### config.mk
export PLATFORM = sky130hd
export DESIGN_NAME = fifo_multicanal_flat
export DESIGN_NICKNAME = d
export VERILOG_FILES = /design/src/rtl/fifo_multicanal_if.sv /design/src/rtl/fifo_multicanal.sv /design/src/flat_wrapper.sv
export SDC_FILE = /design/constraint.sdc
export NUM_CORES = 1
export LEC_CHECK = 0
export BUFFER_PORTS_ARGS = -buffer_cell sky130_fd_sc_hd__buf_4
export CAP_MARGIN = 20
export CORE_AREA = 2 2 109 111
export DETAILED_ROUTE_END_ITERATION = 16
export DIE_AREA = 0 0 111 113
export PLACE_DENSITY = 0.58
export SYNTH_ARGS = -nofsm -noshare
export SYNTH_HDL_FRONTEND = slang
export SYNTH_SLANG_ARGS = --single-unit
export TNS_END_PERCENT = 30
### constraint.sdc
create_clock -name clk -period 4.7 [get_ports clk]
set_input_delay 1.41 -clock clk [delete_from_list [all_inputs] [get_ports clk]]
set_output_delay 1.41 -clock clk [all_outputs]
set_load 0.05 [all_outputs]
### src/rtl/fifo_multicanal_if.sv
// Handshake/data bundle for the multi-channel FIFO bank: shared write and
// read ports with channel selects, threshold levels and per-channel status.
interface fifo_multicanal_if #(
    parameter int DATA_WIDTH = 4,
    parameter int BUF_WIDTH  = 3,
    parameter int NUM_CH     = 2,
    parameter int CH_W       = 1
);
    logic [DATA_WIDTH-1:0]            buf_in;
    logic                             wr_en;
    logic [CH_W-1:0]                  wr_ch;
    logic                             rd_en;
    logic [CH_W-1:0]                  rd_ch;
    logic [BUF_WIDTH:0]               uH;
    logic [BUF_WIDTH:0]               uL;
    logic                             err_clr;
    logic [DATA_WIDTH-1:0]            buf_out;
    logic                             valid_out;
    logic [NUM_CH-1:0]                buf_full;
    logic [NUM_CH-1:0]                buf_empty;
    logic [NUM_CH-1:0]                almost_full;
    logic [NUM_CH-1:0]                almost_empty;
    logic [NUM_CH*(BUF_WIDTH+1)-1:0]  fifo_counter;
    logic [NUM_CH-1:0]                overflow_err;
    logic [NUM_CH-1:0]                underflow_err;

    modport master (
        output buf_in, wr_en, wr_ch, rd_en, rd_ch, uH, uL, err_clr,
        input  buf_out, valid_out, buf_full, buf_empty, almost_full,
               almost_empty, fifo_counter, overflow_err, underflow_err
    );

    modport slave (
        input  buf_in, wr_en, wr_ch, rd_en, rd_ch, uH, uL, err_clr,
        output buf_out, valid_out, buf_full, buf_empty, almost_full,
               almost_empty, fifo_counter, overflow_err, underflow_err
    );
endinterface

### src/rtl/fifo_multicanal.sv
// Multi-channel FIFO bank: NUM_CH independent circular buffers sharing one
// write port and one registered read port. Status flags are combinational
// from each channel's occupancy; overflow/underflow errors are sticky.
module fifo_multicanal #(
    parameter int DATA_WIDTH = 4,
    parameter int BUF_WIDTH  = 3,
    parameter int NUM_CH     = 2,
    parameter int CH_W       = 1
) (
    input  logic               clk,
    input  logic               rst,
    fifo_multicanal_if.slave   bus
);
    localparam int DEPTH = 1 << BUF_WIDTH;
    localparam int CW    = BUF_WIDTH + 1;
    localparam logic [CW-1:0] DEPTH_C = CW'(DEPTH);
    // one extra bit so cnt+uH cannot wrap when uH is large
    localparam logic [CW:0]   DEPTH_X = (CW+1)'(DEPTH);

    logic [DATA_WIDTH-1:0] mem_r  [NUM_CH][DEPTH];
    logic [BUF_WIDTH-1:0]  wptr_r [NUM_CH];
    logic [BUF_WIDTH-1:0]  rptr_r [NUM_CH];
    logic [CW-1:0]         cnt_r  [NUM_CH];

    logic [NUM_CH-1:0]     wr_hit_s, rd_hit_s, wr_ok_s, rd_ok_s, ovf_s, unf_s;
    logic [DATA_WIDTH-1:0] rd_data_s;
    logic                  rd_any_s;

    logic [DATA_WIDTH-1:0] buf_out_r;
    logic                  valid_out_r;
    logic [NUM_CH-1:0]     ovf_err_r, unf_err_r;

    logic [NUM_CH-1:0]     full_s, empty_s, afull_s, aempty_s;
    logic [NUM_CH*CW-1:0]  counter_s;

    // Per-channel accept decisions; selects >= NUM_CH never match a channel
    always_comb begin
        wr_hit_s = '0;
        rd_hit_s = '0;
        wr_ok_s  = '0;
        rd_ok_s  = '0;
        ovf_s    = '0;
        unf_s    = '0;
        for (int i = 0; i < NUM_CH; i++) begin
            wr_hit_s[i] = bus.wr_en && (bus.wr_ch == CH_W'(i));
            rd_hit_s[i] = bus.rd_en && (bus.rd_ch == CH_W'(i));
            // read uses pre-edge count, so no fall-through of this cycle's write
            rd_ok_s[i]  = rd_hit_s[i] && (cnt_r[i] != '0);
            unf_s[i]    = rd_hit_s[i] && (cnt_r[i] == '0);
            // a full channel still accepts a write if it is read in the same cycle
            wr_ok_s[i]  = wr_hit_s[i] && ((cnt_r[i] != DEPTH_C) || rd_ok_s[i]);
            ovf_s[i]    = wr_hit_s[i] && !wr_ok_s[i];
        end
    end

    // Read-data mux: at most one channel can have an accepted read
    always_comb begin
        rd_data_s = '0;
        rd_any_s  = |rd_ok_s;
        for (int i = 0; i < NUM_CH; i++) begin
            if (rd_ok_s[i]) begin
                rd_data_s = mem_r[i][rptr_r[i]];
            end else begin
                rd_data_s = rd_data_s;
            end
        end
    end

    // Occupancy-derived status flags and packed counter
    always_comb begin
        full_s    = '0;
        empty_s   = '0;
        afull_s   = '0;
        aempty_s  = '0;
        counter_s = '0;
        for (int i = 0; i < NUM_CH; i++) begin
            full_s[i]  = (cnt_r[i] == DEPTH_C);
            empty_s[i] = (cnt_r[i] == '0);
            afull_s[i] = (({1'b0, cnt_r[i]} + {1'b0, bus.uH}) >= DEPTH_X);
            aempty_s[i] = (cnt_r[i] <= bus.uL);
            counter_s[i*CW +: CW] = cnt_r[i];
        end
    end

    // Storage array; intentionally not reset
    always_ff @(posedge clk) begin
        for (int i = 0; i < NUM_CH; i++) begin
            if (wr_ok_s[i]) begin
                mem_r[i][wptr_r[i]] <= bus.buf_in;
            end
        end
    end

    // Pointers and occupancy counters per channel
    always_ff @(posedge clk or posedge rst) begin
        if (rst) begin
            for (int i = 0; i < NUM_CH; i++) begin
                wptr_r[i] <= '0;
                rptr_r[i] <= '0;
                cnt_r[i]  <= '0;
            end
        end else begin
            for (int i = 0; i < NUM_CH; i++) begin
                if (wr_ok_s[i]) begin
                    wptr_r[i] <= wptr_r[i] + BUF_WIDTH'(1);
                end
                if (rd_ok_s[i]) begin
                    rptr_r[i] <= rptr_r[i] + BUF_WIDTH'(1);
                end
                case ({wr_ok_s[i], rd_ok_s[i]})
                    2'b10:   cnt_r[i] <= cnt_r[i] + CW'(1);
                    2'b01:   cnt_r[i] <= cnt_r[i] - CW'(1);
                    default: cnt_r[i] <= cnt_r[i];
                endcase
            end
        end
    end

    // Registered read data, valid pulse and sticky errors (set beats clear)
    always_ff @(posedge clk or posedge rst) begin
        if (rst) begin
            buf_out_r   <= '0;
            valid_out_r <= 1'b0;
            ovf_err_r   <= '0;
            unf_err_r   <= '0;
        end else begin
            buf_out_r   <= rd_any_s ? rd_data_s : buf_out_r;
            valid_out_r <= rd_any_s;
            ovf_err_r   <= (bus.err_clr ? '0 : ovf_err_r) | ovf_s;
            unf_err_r   <= (bus.err_clr ? '0 : unf_err_r) | unf_s;
        end
    end

    assign bus.buf_out       = buf_out_r;
    assign bus.valid_out     = valid_out_r;
    assign bus.buf_full      = full_s;
    assign bus.buf_empty     = empty_s;
    assign bus.almost_full   = afull_s;
    assign bus.almost_empty  = aempty_s;
    assign bus.fifo_counter  = counter_s;
    assign bus.overflow_err  = ovf_err_r;
    assign bus.underflow_err = unf_err_r;
endmodule

### src/flat_wrapper.sv
// flat-port wrapper written by rule: the top's interface ports become plain ports
module fifo_multicanal_flat 
#(
    parameter int DATA_WIDTH = 4,
    parameter int BUF_WIDTH  = 3,
    parameter int NUM_CH     = 2,
    parameter int CH_W       = 1
)
  (clk, rst, bus_buf_in, bus_wr_en, bus_wr_ch, bus_rd_en, bus_rd_ch, bus_uH, bus_uL, bus_err_clr, bus_buf_out, bus_valid_out, bus_buf_full, bus_buf_empty, bus_almost_full, bus_almost_empty, bus_fifo_counter, bus_overflow_err, bus_underflow_err);
  fifo_multicanal_if #(.DATA_WIDTH(DATA_WIDTH), .BUF_WIDTH(BUF_WIDTH), .NUM_CH(NUM_CH), .CH_W(CH_W)) bus_i ();
  input  logic clk;
  input  logic rst;
  input wire logic [$bits(bus_i.buf_in)-1:0] bus_buf_in;
  input wire logic [$bits(bus_i.wr_en)-1:0] bus_wr_en;
  input wire logic [$bits(bus_i.wr_ch)-1:0] bus_wr_ch;
  input wire logic [$bits(bus_i.rd_en)-1:0] bus_rd_en;
  input wire logic [$bits(bus_i.rd_ch)-1:0] bus_rd_ch;
  input wire logic [$bits(bus_i.uH)-1:0] bus_uH;
  input wire logic [$bits(bus_i.uL)-1:0] bus_uL;
  input wire logic [$bits(bus_i.err_clr)-1:0] bus_err_clr;
  output wire logic [$bits(bus_i.buf_out)-1:0] bus_buf_out;
  output wire logic [$bits(bus_i.valid_out)-1:0] bus_valid_out;
  output wire logic [$bits(bus_i.buf_full)-1:0] bus_buf_full;
  output wire logic [$bits(bus_i.buf_empty)-1:0] bus_buf_empty;
  output wire logic [$bits(bus_i.almost_full)-1:0] bus_almost_full;
  output wire logic [$bits(bus_i.almost_empty)-1:0] bus_almost_empty;
  output wire logic [$bits(bus_i.fifo_counter)-1:0] bus_fifo_counter;
  output wire logic [$bits(bus_i.overflow_err)-1:0] bus_overflow_err;
  output wire logic [$bits(bus_i.underflow_err)-1:0] bus_underflow_err;
  assign bus_i.buf_in = bus_buf_in;
  assign bus_i.wr_en = bus_wr_en;
  assign bus_i.wr_ch = bus_wr_ch;
  assign bus_i.rd_en = bus_rd_en;
  assign bus_i.rd_ch = bus_rd_ch;
  assign bus_i.uH = bus_uH;
  assign bus_i.uL = bus_uL;
  assign bus_i.err_clr = bus_err_clr;
  assign bus_buf_out = bus_i.buf_out;
  assign bus_valid_out = bus_i.valid_out;
  assign bus_buf_full = bus_i.buf_full;
  assign bus_buf_empty = bus_i.buf_empty;
  assign bus_almost_full = bus_i.almost_full;
  assign bus_almost_empty = bus_i.almost_empty;
  assign bus_fifo_counter = bus_i.fifo_counter;
  assign bus_overflow_err = bus_i.overflow_err;
  assign bus_underflow_err = bus_i.underflow_err;
  fifo_multicanal #(.DATA_WIDTH(DATA_WIDTH), .BUF_WIDTH(BUF_WIDTH), .NUM_CH(NUM_CH), .CH_W(CH_W)) u_core (.clk(clk), .rst(rst), .bus(bus_i));
endmodule
==> impl_summary.log, run 1 <==
[metrics] post-route clock period utilization: 86.9%
[metrics] type of the setup path with the least slack: primary input to output pin
[metrics] Critical Path AT: 2670 ps
[metrics] total of buffers placed on input and output ports: 43
[metrics] die area: 12,500 µm²
[metrics] number of warnings reported in the yosys synthesis log: 0
[metrics] worst slack, placed: 631 ps
[metrics] largest driver fanout on the critical path: 2
[metrics] cell family contributing the most delay on the critical path: compound AO/OA/AOI/OAI gates
[metrics] leakage power of the design: 2.03 nW
[metrics] power per cell area: 637 nW/µm²
[metrics] Yosys top cell area share: 43.5%
[metrics] IR drop worst, VDD: 450 µV
[metrics] number of buffers created by CTS: 9
[metrics] number of enable-type register cells in the synthesized netlist: 64
[metrics] number of distinct library cell variants in the gate-level netlist after synthesis: 48
[metrics] Boundary Pins: 44
[metrics] Via Count: 2,526
[metrics] Iter 0 DRT Violations: 164
[metrics] # setup viols final: 0
[metrics] number of standard-cell rows in the floorplan: 39
[metrics] final worst slack: 617 ps
[metrics] worst-path cell chain: buf_4, inv_1, ha_1, nor2b_1, o21a_1, o21a_1, o21ai_0, buf_4
[metrics] Clock Path Buffers: 2
[metrics] total buffers and inverters traversed by the critical path: 3
[metrics] Mapped Avg Cell Area: 14.8 µm²
[metrics] net count of the mapped netlist: 345
[metrics] count of instances resized after the clock tree is built: 0
[metrics] vias in the first global route: 2,634
[metrics] outcome: completed
[metrics] total routing usage reported by global routing: 14.8%
[metrics] hold slack: 501 ps
[metrics] max-capacitance violation count: 0
[metrics] Root Buffer Master: sky130_fd_sc_hd__clkbuf_16
[metrics] final max-slew violation count: 0
[metrics] Max Clock Skew: 7.83 ps
[metrics] CTS tree: built
[metrics] placeable core region: 11,300 µm²
[metrics] synthesized cell area: 4420 µm²
[metrics] RePlAce Congestion: 0.828
[metrics] total overflow reported by the global router: 0
[metrics] half-perimeter wire length after detailed placement: 6.20 mm
[metrics] deepest level of the CTS H-tree: 3
[metrics] Synth Register Bits: 93
[metrics] n_diodes: 0
[metrics] top cell type by total area after synthesis: sky130_fd_sc_hd__edfxtp_1
[metrics] hold-fix buffers at CTS: 0
[metrics] transition time of the tightest slew-check pin: 868 ps
[metrics] share of final-layout standard cells stronger than drive strength 1: 26.1%
[metrics] commonest register cell after synthesis: sky130_fd_sc_hd__edfxtp_1
[metrics] top post-synthesis cells by area: sky130_fd_sc_hd__edfxtp_1 44%, sky130_fd_sc_hd__dfrtp_1 16%, sky130_fd_sc_hd__mux4_2 8.2%
[metrics] path category of the worst min-delay check: flop to flop
[metrics] required time worst endpoint: 3290 ps
[metrics] sequential-to-total area share from yosys stat: 60.0%
[metrics] gate count of the mapped netlist: 298
[metrics] wire length of the first global-routing pass: 14.2 mm
[metrics] cell with the biggest individual delay on the critical path: sky130_fd_sc_hd__ha_1
[metrics] die span in x: 111 µm
[metrics] maximum number of pins on one net before global-route repair: 26
[metrics] Tmin final: 4080 ps
[metrics] number of hold violations in the final report: 0
[metrics] clock transition at the registers of the reported paths: 60 ps
[metrics] Max-Slew Margin vs Limit: 41.8%
[metrics] most frequent cells in the layout: 64 x sky130_fd_sc_hd__edfxtp_1, 44 x sky130_fd_sc_hd__buf_4, 29 x sky130_fd_sc_hd__dfrtp_1
[metrics] residual antenna-violating net count after detailed routing: 0
[metrics] routed wire length: 8.66 mm
[metrics] setup repair after global routing missed its margin: no
[metrics] CP max stage delay: 230 ps
[metrics] vias per cell: 5.13
[metrics] die height: 113 µm
[metrics] Synth-to-Final Area Change: 18.3%
[metrics] effective utilization at floorplan: 39.2%
[metrics] TritonCTS Sinks: 93
[metrics] most common cell after layout, fill and taps aside: sky130_fd_sc_hd__edfxtp_1
[metrics] worst-skew pair later-pin latency: 340 ps
[metrics] router iterations before antenna repair: 6
[metrics] detailed-route wire length per cell: 17.6 µm
[metrics] post-layout net count: 392
[metrics] capturing element type of the critical path: output pin
[metrics] kind of launch point of the worst setup path: primary input
[metrics] final-layout setup total negative slack: 0 ps
[metrics] Async S/R FF share, synth: 31.2%
[metrics] initial antenna violation count: 0
[metrics] # DRC: 0
[metrics] max frequency: 0.245 GHz
[metrics] post-CTS setup repair buffer count: 0
## routing by layer
layer  part of all wire (%)  GRT usage, %
met5                      0             0
met4                    1.6          5.50
met3                    4.4          2.73
met2                     46          22.9
met1                     48          20.9
## through the flow
stage	instance area, µm²	instances	util (%)	power, mW
after global routing	5220	492	46.3	3.53
after CTS	5190	491	46.1	3.36
after detailed placement	4880	476	43.3	2.58
after global placement	4880	476	43.3	2.55
final	5220	492	46.3	3.33
after floorplan	4420	298	-	2.22
## cell families (layout without fill, tap and decap cells)
| kind of cell | Yosys count | in the layout | share of synthesized area (%) |
|---|---|---|---|
| AOI/OAI and AO/OA | 30 | 30 | 5.21 |
| xor gates and xnor gates | 15 | 15 | 2.98 |
| adders and majority gates | 28 | 28 | 8.44 |
| buffers and inverters | 25 | 76 | 2.47 |
| DFF | 93 | 93 | 60.0 |
| muxes | 32 | 32 | 12.0 |
| and+or+nand+nor | 75 | 75 | 8.93 |
## power by group
part | internal [mW] | switching (mW)
combinational | 0.542 | 0.698
sequential | 1.03 | 0.273
clock | 0.468 | 0.315
total | 2.04 | 1.29
## layout make-up
cell class | count | area (µm²)
clock buffer | 9 | 225
fill | 994 | 6050
multi-input combinational | 180 | 1660
tap | 143 | 179
sequential | 93 | 2650
timing repair buffer | 45 | 358
inverter | 16 | 60.1
clock inverter | 6 | 93.8
## cell usage after synthesis (2+ instances only)
master                     count
sky130_fd_sc_hd__nand3b_1      2
sky130_fd_sc_hd__nor2_1       15
sky130_fd_sc_hd__o21a_1        4
sky130_fd_sc_hd__inv_1        16
sky130_fd_sc_hd__a21oi_2       3
sky130_fd_sc_hd__mux2i_1      11
sky130_fd_sc_hd__dfrtp_1      29
sky130_fd_sc_hd__xnor2_1       9
sky130_fd_sc_hd__o211ai_1      2
sky130_fd_sc_hd__nor3_1        4
sky130_fd_sc_hd__nand4_1       2
sky130_fd_sc_hd__o221ai_1      4
sky130_fd_sc_hd__o21ai_0       3
sky130_fd_sc_hd__buf_2         3
sky130_fd_sc_hd__a32o_1        2
sky130_fd_sc_hd__mux2_2        3
sky130_fd_sc_hd__nand2b_1      8
sky130_fd_sc_hd__a21oi_1       5
sky130_fd_sc_hd__xor2_1        6
sky130_fd_sc_hd__ha_1         25
sky130_fd_sc_hd__nand3_1       5
sky130_fd_sc_hd__mux4_2       16
sky130_fd_sc_hd__nor4b_2       2
sky130_fd_sc_hd__nor2b_1       4
sky130_fd_sc_hd__and2_1        2
sky130_fd_sc_hd__edfxtp_1     64
sky130_fd_sc_hd__fa_1          3
sky130_fd_sc_hd__clkbuf_1      3
sky130_fd_sc_hd__nand2_1      24
## flip-flops by register name, summed over array words and instances (netlist names)
signal	flops
u_core.mem_r	64
u_core.bus.underflow_err	2
u_core.rptr_r	6
u_core.bus.fifo_counter	8
u_core.bus.overflow_err	2
u_core.wptr_r	6
u_core.bus.buf_out	4
u_core.bus.valid_out	1
## worst register-to-register path, stage by stage (launching register included)
cell and delay, ps:
sky130_fd_sc_hd__dfrtp_1 540, sky130_fd_sc_hd__nor4_1 480, sky130_fd_sc_hd__or2_2 350, sky130_fd_sc_hd__inv_1 140
sky130_fd_sc_hd__ha_1 280, sky130_fd_sc_hd__xor2_1 160, sky130_fd_sc_hd__ha_1 190, sky130_fd_sc_hd__a21oi_1 140
sky130_fd_sc_hd__xor2_1 150, sky130_fd_sc_hd__nor2_1 60, sky130_fd_sc_hd__xor2_1 140
## worst paths after layout
kind	start	endpoint	slack (ps)	cells past startpoint
worst max-delay path	bus_uL[1]	bus_almost_empty[0]	620	8
worst min-delay path	u_core.bus.underflow_err[0]	u_core.bus.underflow_err[0]	500	1
worst max register to register	u_core.bus.fifo_counter[1]	u_core.bus.fifo_counter[2]	1940	10
worst min register to register	u_core.bus.underflow_err[0]	u_core.bus.underflow_err[0]	500	1
max in group asynchronous	rst	u_core.bus.fifo_counter[4]	3130	4
min in group asynchronous	rst	u_core.bus.fifo_counter[1]	1020	2
No activity file was read; power rests on OpenSTA's default activity.
==> run 2, diff against run 1 <==
CORE_AREA = 2 2 95 97   (was 2 2 109 111)
DIE_AREA = 0 0 97 99   (was 0 0 111 113)
PLACE_DENSITY = 0.73   (was 0.58)
SLEW_MARGIN = 20   (was unset)
clock period = 4.4 ns   (was 4.7 ns; I/O delays follow)
==> run 2 against run 1 <==
First-iteration DRC count decreased by 48%. Sequential power grew 6%. Setup slack worse by 79 ps. Sequential share of layout area is 1.5 points higher. Critical path depth did not move. Critical path type unchanged. Die area fell by 23%. Clock skew rose by 1.1 ps. Combinational power grew 6%.
==> impl_summary.log, run 2 (synthesis results as in run 1) <==
[metrics] most frequent cells in the layout: 64 x sky130_fd_sc_hd__edfxtp_1, 44 x sky130_fd_sc_hd__buf_4, 29 x sky130_fd_sc_hd__dfrtp_1 (unchanged)
[metrics] RePlAce Congestion: 0.885 (was 0.828)
[metrics] total buffers and inverters traversed by the critical path: 3 (unchanged)
[metrics] Post-Layout Inst Area: 5070 µm² (was 5220 µm²)
[metrics] Tmin final: 3860 ps
[metrics] vias in the first global route: 2,627 (was 2,634)
[metrics] power per cell area: 665 nW/µm² (was 637 nW/µm²)
[metrics] routed wire length: 8.07 mm (was 8.66 mm)
[metrics] cell with the biggest individual delay on the critical path: sky130_fd_sc_hd__ha_1 (unchanged)
[metrics] relative contribution of combinational cells to total power: 39.0% (was 37.2%)
[metrics] effective utilization at floorplan: 51.6% (was 39.2%)
[metrics] # setup viols final: 0 (unchanged)
[metrics] Max-Slew Margin vs Limit: 43.8% (was 41.8%)
[metrics] share of final-layout standard cells stronger than drive strength 1: 26.1% (unchanged)
[metrics] post-route clock period utilization: 87.8%
[metrics] Root Buffer Master: sky130_fd_sc_hd__clkbuf_8 (was sky130_fd_sc_hd__clkbuf_16)
[metrics] hold-fix buffers at CTS: 0 (unchanged)
[metrics] worst slack, placed: 532 ps (was 631 ps)
[metrics] max frequency: 0.259 GHz
[metrics] power consumption: 3.37 mW (was 3.33 mW)
[metrics] kind of launch point of the worst setup path: primary input (unchanged)
[metrics] number of hold violations in the final report: 0 (unchanged)
[metrics] register share of total power: 41.3% (was 39.2%)
[metrics] CP max stage delay: 230 ps (about the same)
[metrics] cell family contributing the most delay on the critical path: compound AO/OA/AOI/OAI gates (unchanged)
[metrics] clock network fraction of total power: 19.6% (was 23.5%)
[metrics] router iterations before antenna repair: 4 (was 6)
[metrics] clock transition at the registers of the reported paths: 90 ps (was 60 ps)
[metrics] residual antenna-violating net count after detailed routing: 0 (unchanged)
[metrics] n_diodes: 0 (unchanged)
[metrics] CTS tree: built (unchanged)
[metrics] outcome: completed (unchanged)
[metrics] total overflow reported by the global router: 0 (unchanged)
[metrics] half-perimeter wire length after detailed placement: 5.90 mm (was 6.20 mm)
[metrics] die height: 99 µm (was 113 µm)
[metrics] final worst slack: 538 ps (was 617 ps)
[metrics] net switching power figure: 1.31 mW (was 1.29 mW)
[metrics] vias per cell: 5.48 (was 5.13)
[metrics] Critical Path AT: 2540 ps (was 2670 ps)
[metrics] P_int: 2.05 mW (was 2.04 mW)
[metrics] number of standard-cell rows in the floorplan: 34 (was 39)
[metrics] total of buffers placed on input and output ports: 43 (unchanged)
[metrics] leakage power of the design: 1.99 nW (was 2.03 nW)
[metrics] max-capacitance violation count: 0 (unchanged)
[metrics] detailed-route wire length per cell: 17.7 µm (was 17.6 µm)
[metrics] post-layout net count: 391 (was 392)
[metrics] Iter 0 DRT Violations: 85 (was 164)
[metrics] required time worst endpoint: 3080 ps (was 3290 ps)
[metrics] setup repair after global routing missed its margin: no (unchanged)
[metrics] # DRC: 0 (unchanged)
[metrics] initial antenna violation count: 0 (unchanged)
[metrics] slack of the worst reg-to-reg path: 1530 ps (was 1940 ps)
[metrics] final max-slew violation count: 0 (unchanged)
[metrics] Clock Path Buffers: 2 (unchanged)
[metrics] Via Count: 2,503 (was 2,526)
[metrics] Synth-to-Final Area Change: 14.8% (was 18.3%)
[metrics] number of buffers created by CTS: 9 (unchanged)
[metrics] maximum number of pins on one net before global-route repair: 30 (was 26)
[metrics] Boundary Pins: 44 (unchanged)
[metrics] die area: 9600 µm² (was 12,500 µm²)
[metrics] flip-flop count of the largest register after layout: 64 (unchanged)
[metrics] share of total power consumed by net switching: 39.0% (was 38.6%)
[metrics] total routing usage reported by global routing: 17.9% (was 14.8%)
[metrics] worst-skew pair later-pin latency: 350 ps (was 340 ps)
[metrics] placeable core region: 8550 µm² (was 11,300 µm²)
[metrics] transition time of the tightest slew-check pin: 837 ps (was 868 ps)
[metrics] wire length of the first global-routing pass: 13.4 mm (was 14.2 mm)
[metrics] path category of the worst min-delay check: flop to flop (unchanged)
[metrics] deepest level of the CTS H-tree: 3 (unchanged)
[metrics] die span in x: 97 µm (was 111 µm)
[metrics] TritonCTS Sinks: 93 (unchanged)
[metrics] most common cell after layout, fill and taps aside: sky130_fd_sc_hd__edfxtp_1 (unchanged)
[metrics] placed inst area: 4830 µm² (was 4880 µm²)
[metrics] worst-path cell chain: buf_4, inv_1, ha_1, nor2b_1, o21a_1, o21a_1, o21ai_0, buf_4 (unchanged)
[metrics] IR drop worst, VDD: 319 µV (was 450 µV)
[metrics] post-CTS setup repair buffer count: 0 (unchanged)
[metrics] largest driver fanout on the critical path: 2 (unchanged)
[metrics] type of the setup path with the least slack: primary input to output pin (unchanged)
[metrics] capturing element type of the critical path: output pin (unchanged)
[metrics] Max Clock Skew: 8.97 ps (was 7.83 ps)
[metrics] count of instances resized after the clock tree is built: 0 (unchanged)
[run 2: stage by stage]
step | instances | setup TNS [ps] | hold WS, ps | utilization (%)
2_1_floorplan | 298 | -64.8 | 480 | -
3_3_place_gp | 441 | 0 | 476 | 56.5
3_5_place_dp | 441 | 0 | 487 | 56.5
4_1_cts | 457 | 0 | 506 | 59.3
5_1_grt | 457 | 0 | 529 | 59.3
6_report | 457 | 0 | 502 | 59.3
[run 2: final timing paths]
path | start | end | cells past startpoint
setup / recovery | bus_uL[1] | bus_almost_empty[1] | 8
hold / removal | u_core.bus.overflow_err[1] | u_core.bus.overflow_err[1] | 1
setup reg to reg | u_core.bus.fifo_counter[1] | u_core.bus.fifo_counter[2] | 10
hold reg to reg | u_core.bus.overflow_err[1] | u_core.bus.overflow_err[1] | 1
max in group asynchronous | rst | u_core.bus.buf_out[2] | 3
min in group asynchronous | rst | u_core.wptr_r[5] | 3
[run 2: layout make-up]
| cell class | count | area (µm²) |
|---|---|---|
| Tap cell | 108 | 135 |
| Inverter | 16 | 60.1 |
| Timing Repair Buffer | 44 | 330 |
| Clock inverter | 7 | 114 |
| Multi-Input combinational cell | 180 | 1660 |
| Clock buffer | 9 | 124 |
| Fill cell | 655 | 3480 |
| Sequential cell | 93 | 2650 |
[run 2: per-layer routing]
metal  GRT usage [%]  vias to the layer above  share of wire, %
li1                -                     1198                 -
met1            24.4                     1246                47
met2            29.4                       50                48
met3            4.04                        9               3.5
met4            4.98                        0               1.2
met5               0                        -                 0
[run 2: power by group through the flow]
stage | Sequential (mW) | Combinational, mW | Clock, mW
floorplan | 1.47 | 0.900 | 0
global placement | 1.40 | 1.29 | 0
detailed placement | 1.41 | 1.32 | 0
CTS | 1.40 | 1.33 | 0.676
global route | 1.43 | 1.43 | 0.707
finish | 1.39 | 1.32 | 0.662
==> run 3, diff against run 2 <==
CTS_BUF_LIST = sky130_fd_sc_hd__clkbuf_16   (was unset)
clock period = 4.3 ns   (was 4.4 ns; I/O delays follow)
==> run 3 against run 2 <==
Critical path depth is the same. Global-route usage down 0.052 points. First-iteration DRC count grew 22%. Cell area increased by 2.0%. Critical endpoint unchanged. Register-to-register slack lost 90 ps. Sequential share of layout area fell by 1.0 points. Utilization grew 1.2 points. Cell count unchanged. Flip-flop and latch count did not move. Clock power up 34%. Wire length down 0.46%. Via count grew 0.96%. Largest cell class unchanged.
==> impl_summary.log, run 3 (synthesis results as in run 1) <==
[metrics] r2r endpoint: u_core.bus.fifo_counter[2] (unchanged)
[metrics] post-CTS setup repair buffer count: 0 (unchanged)
[metrics] Synth-to-Final Area Change: 17.1% (was 14.8%)
[metrics] initial antenna violation count: 0 (unchanged)
[metrics] total of buffers placed on input and output ports: 43 (unchanged)
[metrics] logic depth of the worst register-to-register path: 10 (unchanged)
[metrics] count of instances resized after the clock tree is built: 0 (unchanged)
[metrics] Via Count: 2,527 (was 2,503)
[metrics] leakage power of the design: 2.03 nW (was 1.99 nW)
[metrics] Placed Cells: 441 (unchanged)
[metrics] slack of the worst reg-to-reg path: 1440 ps (was 1530 ps)
[metrics] Root Buffer Master: sky130_fd_sc_hd__clkbuf_16 (was sky130_fd_sc_hd__clkbuf_8)
[metrics] vias in the first global route: 2,615 (was 2,627)
[metrics] router iterations before antenna repair: 4 (unchanged)
[metrics] area occupied by multi-input gates: 1660 µm² (unchanged)
[metrics] power per cell area: 706 nW/µm² (was 665 nW/µm²)
[metrics] launch instance of the worst min-delay path: u_core.bus.overflow_err[1] (unchanged)
[metrics] most common cell after layout, fill and taps aside: sky130_fd_sc_hd__edfxtp_1 (unchanged)
[metrics] setup repair after global routing missed its margin: no (unchanged)
[metrics] Finished Layout Cells: 457 (unchanged)
[metrics] Max-Slew Margin vs Limit: 44.7% (was 43.8%)
[metrics] Sequential cell area: 2650 µm² (unchanged)
[metrics] count of fill cells added during filler insertion: 633 (was 655)
[metrics] max-capacitance violation count: 0 (unchanged)
[metrics] share of total power consumed by net switching: 37.4% (was 39.0%)
[metrics] critical path launch point: bus_uL[1] (unchanged)
[metrics] Critical Path AT: 2510 ps (was 2540 ps)
[metrics] Endpoint, Worst Hold: u_core.bus.overflow_err[1] (unchanged)
[metrics] worst hold path cell count: 1 (unchanged)
[metrics] n_diodes: 0 (unchanged)
[metrics] P_int: 2.29 mW (was 2.05 mW)
[metrics] type of the setup path with the least slack: primary input to output pin (unchanged)
[metrics] # setup viols final: 0 (unchanged)
[metrics] maximum number of pins on one net before global-route repair: 30 (unchanged)
[metrics] worst-skew pair later-pin latency: 330 ps (was 350 ps)
[metrics] final max-slew violation count: 0 (unchanged)
[metrics] total overflow reported by the global router: 0 (unchanged)
[metrics] total buffers and inverters traversed by the critical path: 3 (unchanged)
[metrics] CTS tree: built (unchanged)
[metrics] relative contribution of combinational cells to total power: 36.8% (was 39.0%)
[metrics] Clock Path Buffers: 2 (unchanged)
[metrics] Max Clock Skew: 6.11 ps (was 8.97 ps)
[metrics] worst-path cell chain: buf_4, inv_1, ha_1, nor2b_1, o21a_1, o21a_1, o21ai_0, buf_4 (unchanged)
[metrics] largest driver fanout on the critical path: 2 (unchanged)
[metrics] post-route clock period utilization: 88.4%
[metrics] startpoint of the lowest-slack register-to-register path: u_core.bus.fifo_counter[1] (unchanged)
[metrics] vias per cell: 5.53 (was 5.48)
[metrics] residual antenna-violating net count after detailed routing: 0 (unchanged)
[metrics] most frequent cells in the layout: 64 x sky130_fd_sc_hd__edfxtp_1, 44 x sky130_fd_sc_hd__buf_4, 29 x sky130_fd_sc_hd__dfrtp_1 (unchanged)
[metrics] outcome: completed (unchanged)
[metrics] deepest level of the CTS H-tree: 3 (unchanged)
[metrics] effective utilization at floorplan: 51.6% (unchanged)
[metrics] IR drop worst, VDD: 290 µV (was 319 µV)
[metrics] flip-flop count of the largest register after layout: 64 (unchanged)
[metrics] net switching power figure: 1.37 mW (was 1.31 mW)
[metrics] # DRC: 0 (unchanged)
[metrics] CP max stage delay: 230 ps (about the same)
[metrics] die span in x: 97 µm (unchanged)
[metrics] final core area utilization: 60.5% (was 59.3%)
[metrics] path category of the worst min-delay check: flop to flop (unchanged)
[metrics] die area: 9600 µm² (unchanged)
[metrics] die height: 99 µm (unchanged)
[metrics] worst slack, placed: 492 ps (was 532 ps)
[metrics] max frequency: 0.263 GHz
[metrics] clock transition at the registers of the reported paths: 60 ps (was 90 ps)
[metrics] detailed-route wire length per cell: 17.6 µm (was 17.7 µm)
[metrics] hold-fix buffers at CTS: 0 (unchanged)
[metrics] Tmin final: 3800 ps
[metrics] TritonCTS Sinks: 93 (unchanged)
[metrics] wire length of the first global-routing pass: 13.4 mm (unchanged)
[metrics] number of hold violations in the final report: 0 (unchanged)
[metrics] register share of total power: 39.0% (was 41.3%)
[metrics] Boundary Pins: 44 (unchanged)
[metrics] final worst slack: 497 ps (was 538 ps)
[metrics] clock network fraction of total power: 24.2% (was 19.6%)
[metrics] post-layout net count: 391 (unchanged)
[metrics] total routing usage reported by global routing: 17.9% (about the same)
[metrics] Iter 0 DRT Violations: 104 (was 85)
[metrics] RePlAce Congestion: 0.885 (unchanged)
[metrics] routed wire length: 8.03 mm (was 8.07 mm)
[metrics] kind of launch point of the worst setup path: primary input (unchanged)
[metrics] placeable core region: 8550 µm² (unchanged)
[metrics] share of final-layout standard cells stronger than drive strength 1: 26.1% (unchanged)
[metrics] number of buffers created by CTS: 9 (unchanged)
[metrics] capturing element type of the critical path: output pin (unchanged)
[metrics] number of standard-cell rows in the floorplan: 34 (unchanged)
[metrics] cell family contributing the most delay on the critical path: compound AO/OA/AOI/OAI gates (unchanged)
[metrics] transition time of the tightest slew-check pin: 824 ps (was 837 ps)
[metrics] half-perimeter wire length after detailed placement: 5.90 mm (unchanged)
[metrics] required time worst endpoint: 3010 ps (was 3080 ps)
[metrics] cell with the biggest individual delay on the critical path: sky130_fd_sc_hd__ha_1 (unchanged)
==> run 3: cell counts in the layout (fill, tap and decap cells not counted) <==
Identical to the previous run, type by type.
==> run 3: layout make-up <==
class | count | area share, %
Clock inverter | 7 | 2.20
Clock buffer | 9 | 4.36
Tap cell | 108 | 2.61
Multi-Input combinational cell | 180 | 32.1
Inverter | 16 | 1.16
Sequential cell | 93 | 51.2
Timing Repair Buffer | 44 | 6.39
==> run 3: stage by stage <==
step | area (µm²) | hold WS [ps] | total power [mW] | TNS (ps)
2_1_floorplan | 4420 | 480 | 2.43 | -105
5_1_grt | 5170 | 523 | 3.85 | 0
4_1_cts | 5170 | 500 | 3.69 | 0
6_report | 5170 | 495 | 3.65 | 0
3_3_place_gp | 4830 | 476 | 2.76 | 0
3_5_place_dp | 4830 | 487 | 2.80 | 0
==> run 3: how the worst max path moves through the flow <==
stage,end,slack (ps),cells past startpoint
after CTS,bus_almost_empty[1],490,8
after global routing,bus_almost_empty[1],390,8
after global placement,bus_almost_empty[1],520,8
final,bus_almost_empty[1],500,8
after floorplan,bus_almost_empty[1],-100,6
after detailed placement,bus_almost_empty[1],490,8
==> run 3: worst reg2reg max path, cell delays in order (launching register included) <==
cell	delay [ps]
sky130_fd_sc_hd__dfrtp_1	520
sky130_fd_sc_hd__nor4_1	610
sky130_fd_sc_hd__or2_2	360
sky130_fd_sc_hd__inv_1	130
sky130_fd_sc_hd__ha_1	280
sky130_fd_sc_hd__xor2_1	160
sky130_fd_sc_hd__ha_1	190
sky130_fd_sc_hd__a21oi_1	140
sky130_fd_sc_hd__xor2_1	150
sky130_fd_sc_hd__nor2_1	60
sky130_fd_sc_hd__xor2_1	140
==> run 3: per-layer routing <==
layer / routed length (µm) / vias to the layer above / global-route usage [%] / part of all wire [%]
met4: 73 / 0 / 5.20 / 0.91
met3: 323 / 7 / 3.83 / 4.0
li1: - / 1200 / - / -
met5: 0 / - / 0 / 0
met2: 3880 / 58 / 28.6 / 48
met1: 3750 / 1262 / 25.0 / 47
==> run 3: power groups by stage <==
stage | Clock [mW] | Sequential [mW] | Combinational [mW]
2_1_floorplan | 0 | 1.50 | 0.920
3_3_place_gp | 0 | 1.44 | 1.32
3_5_place_dp | 0 | 1.44 | 1.35
4_1_cts | 0.898 | 1.43 | 1.36
5_1_grt | 0.934 | 1.46 | 1.45
6_report | 0.885 | 1.42 | 1.34
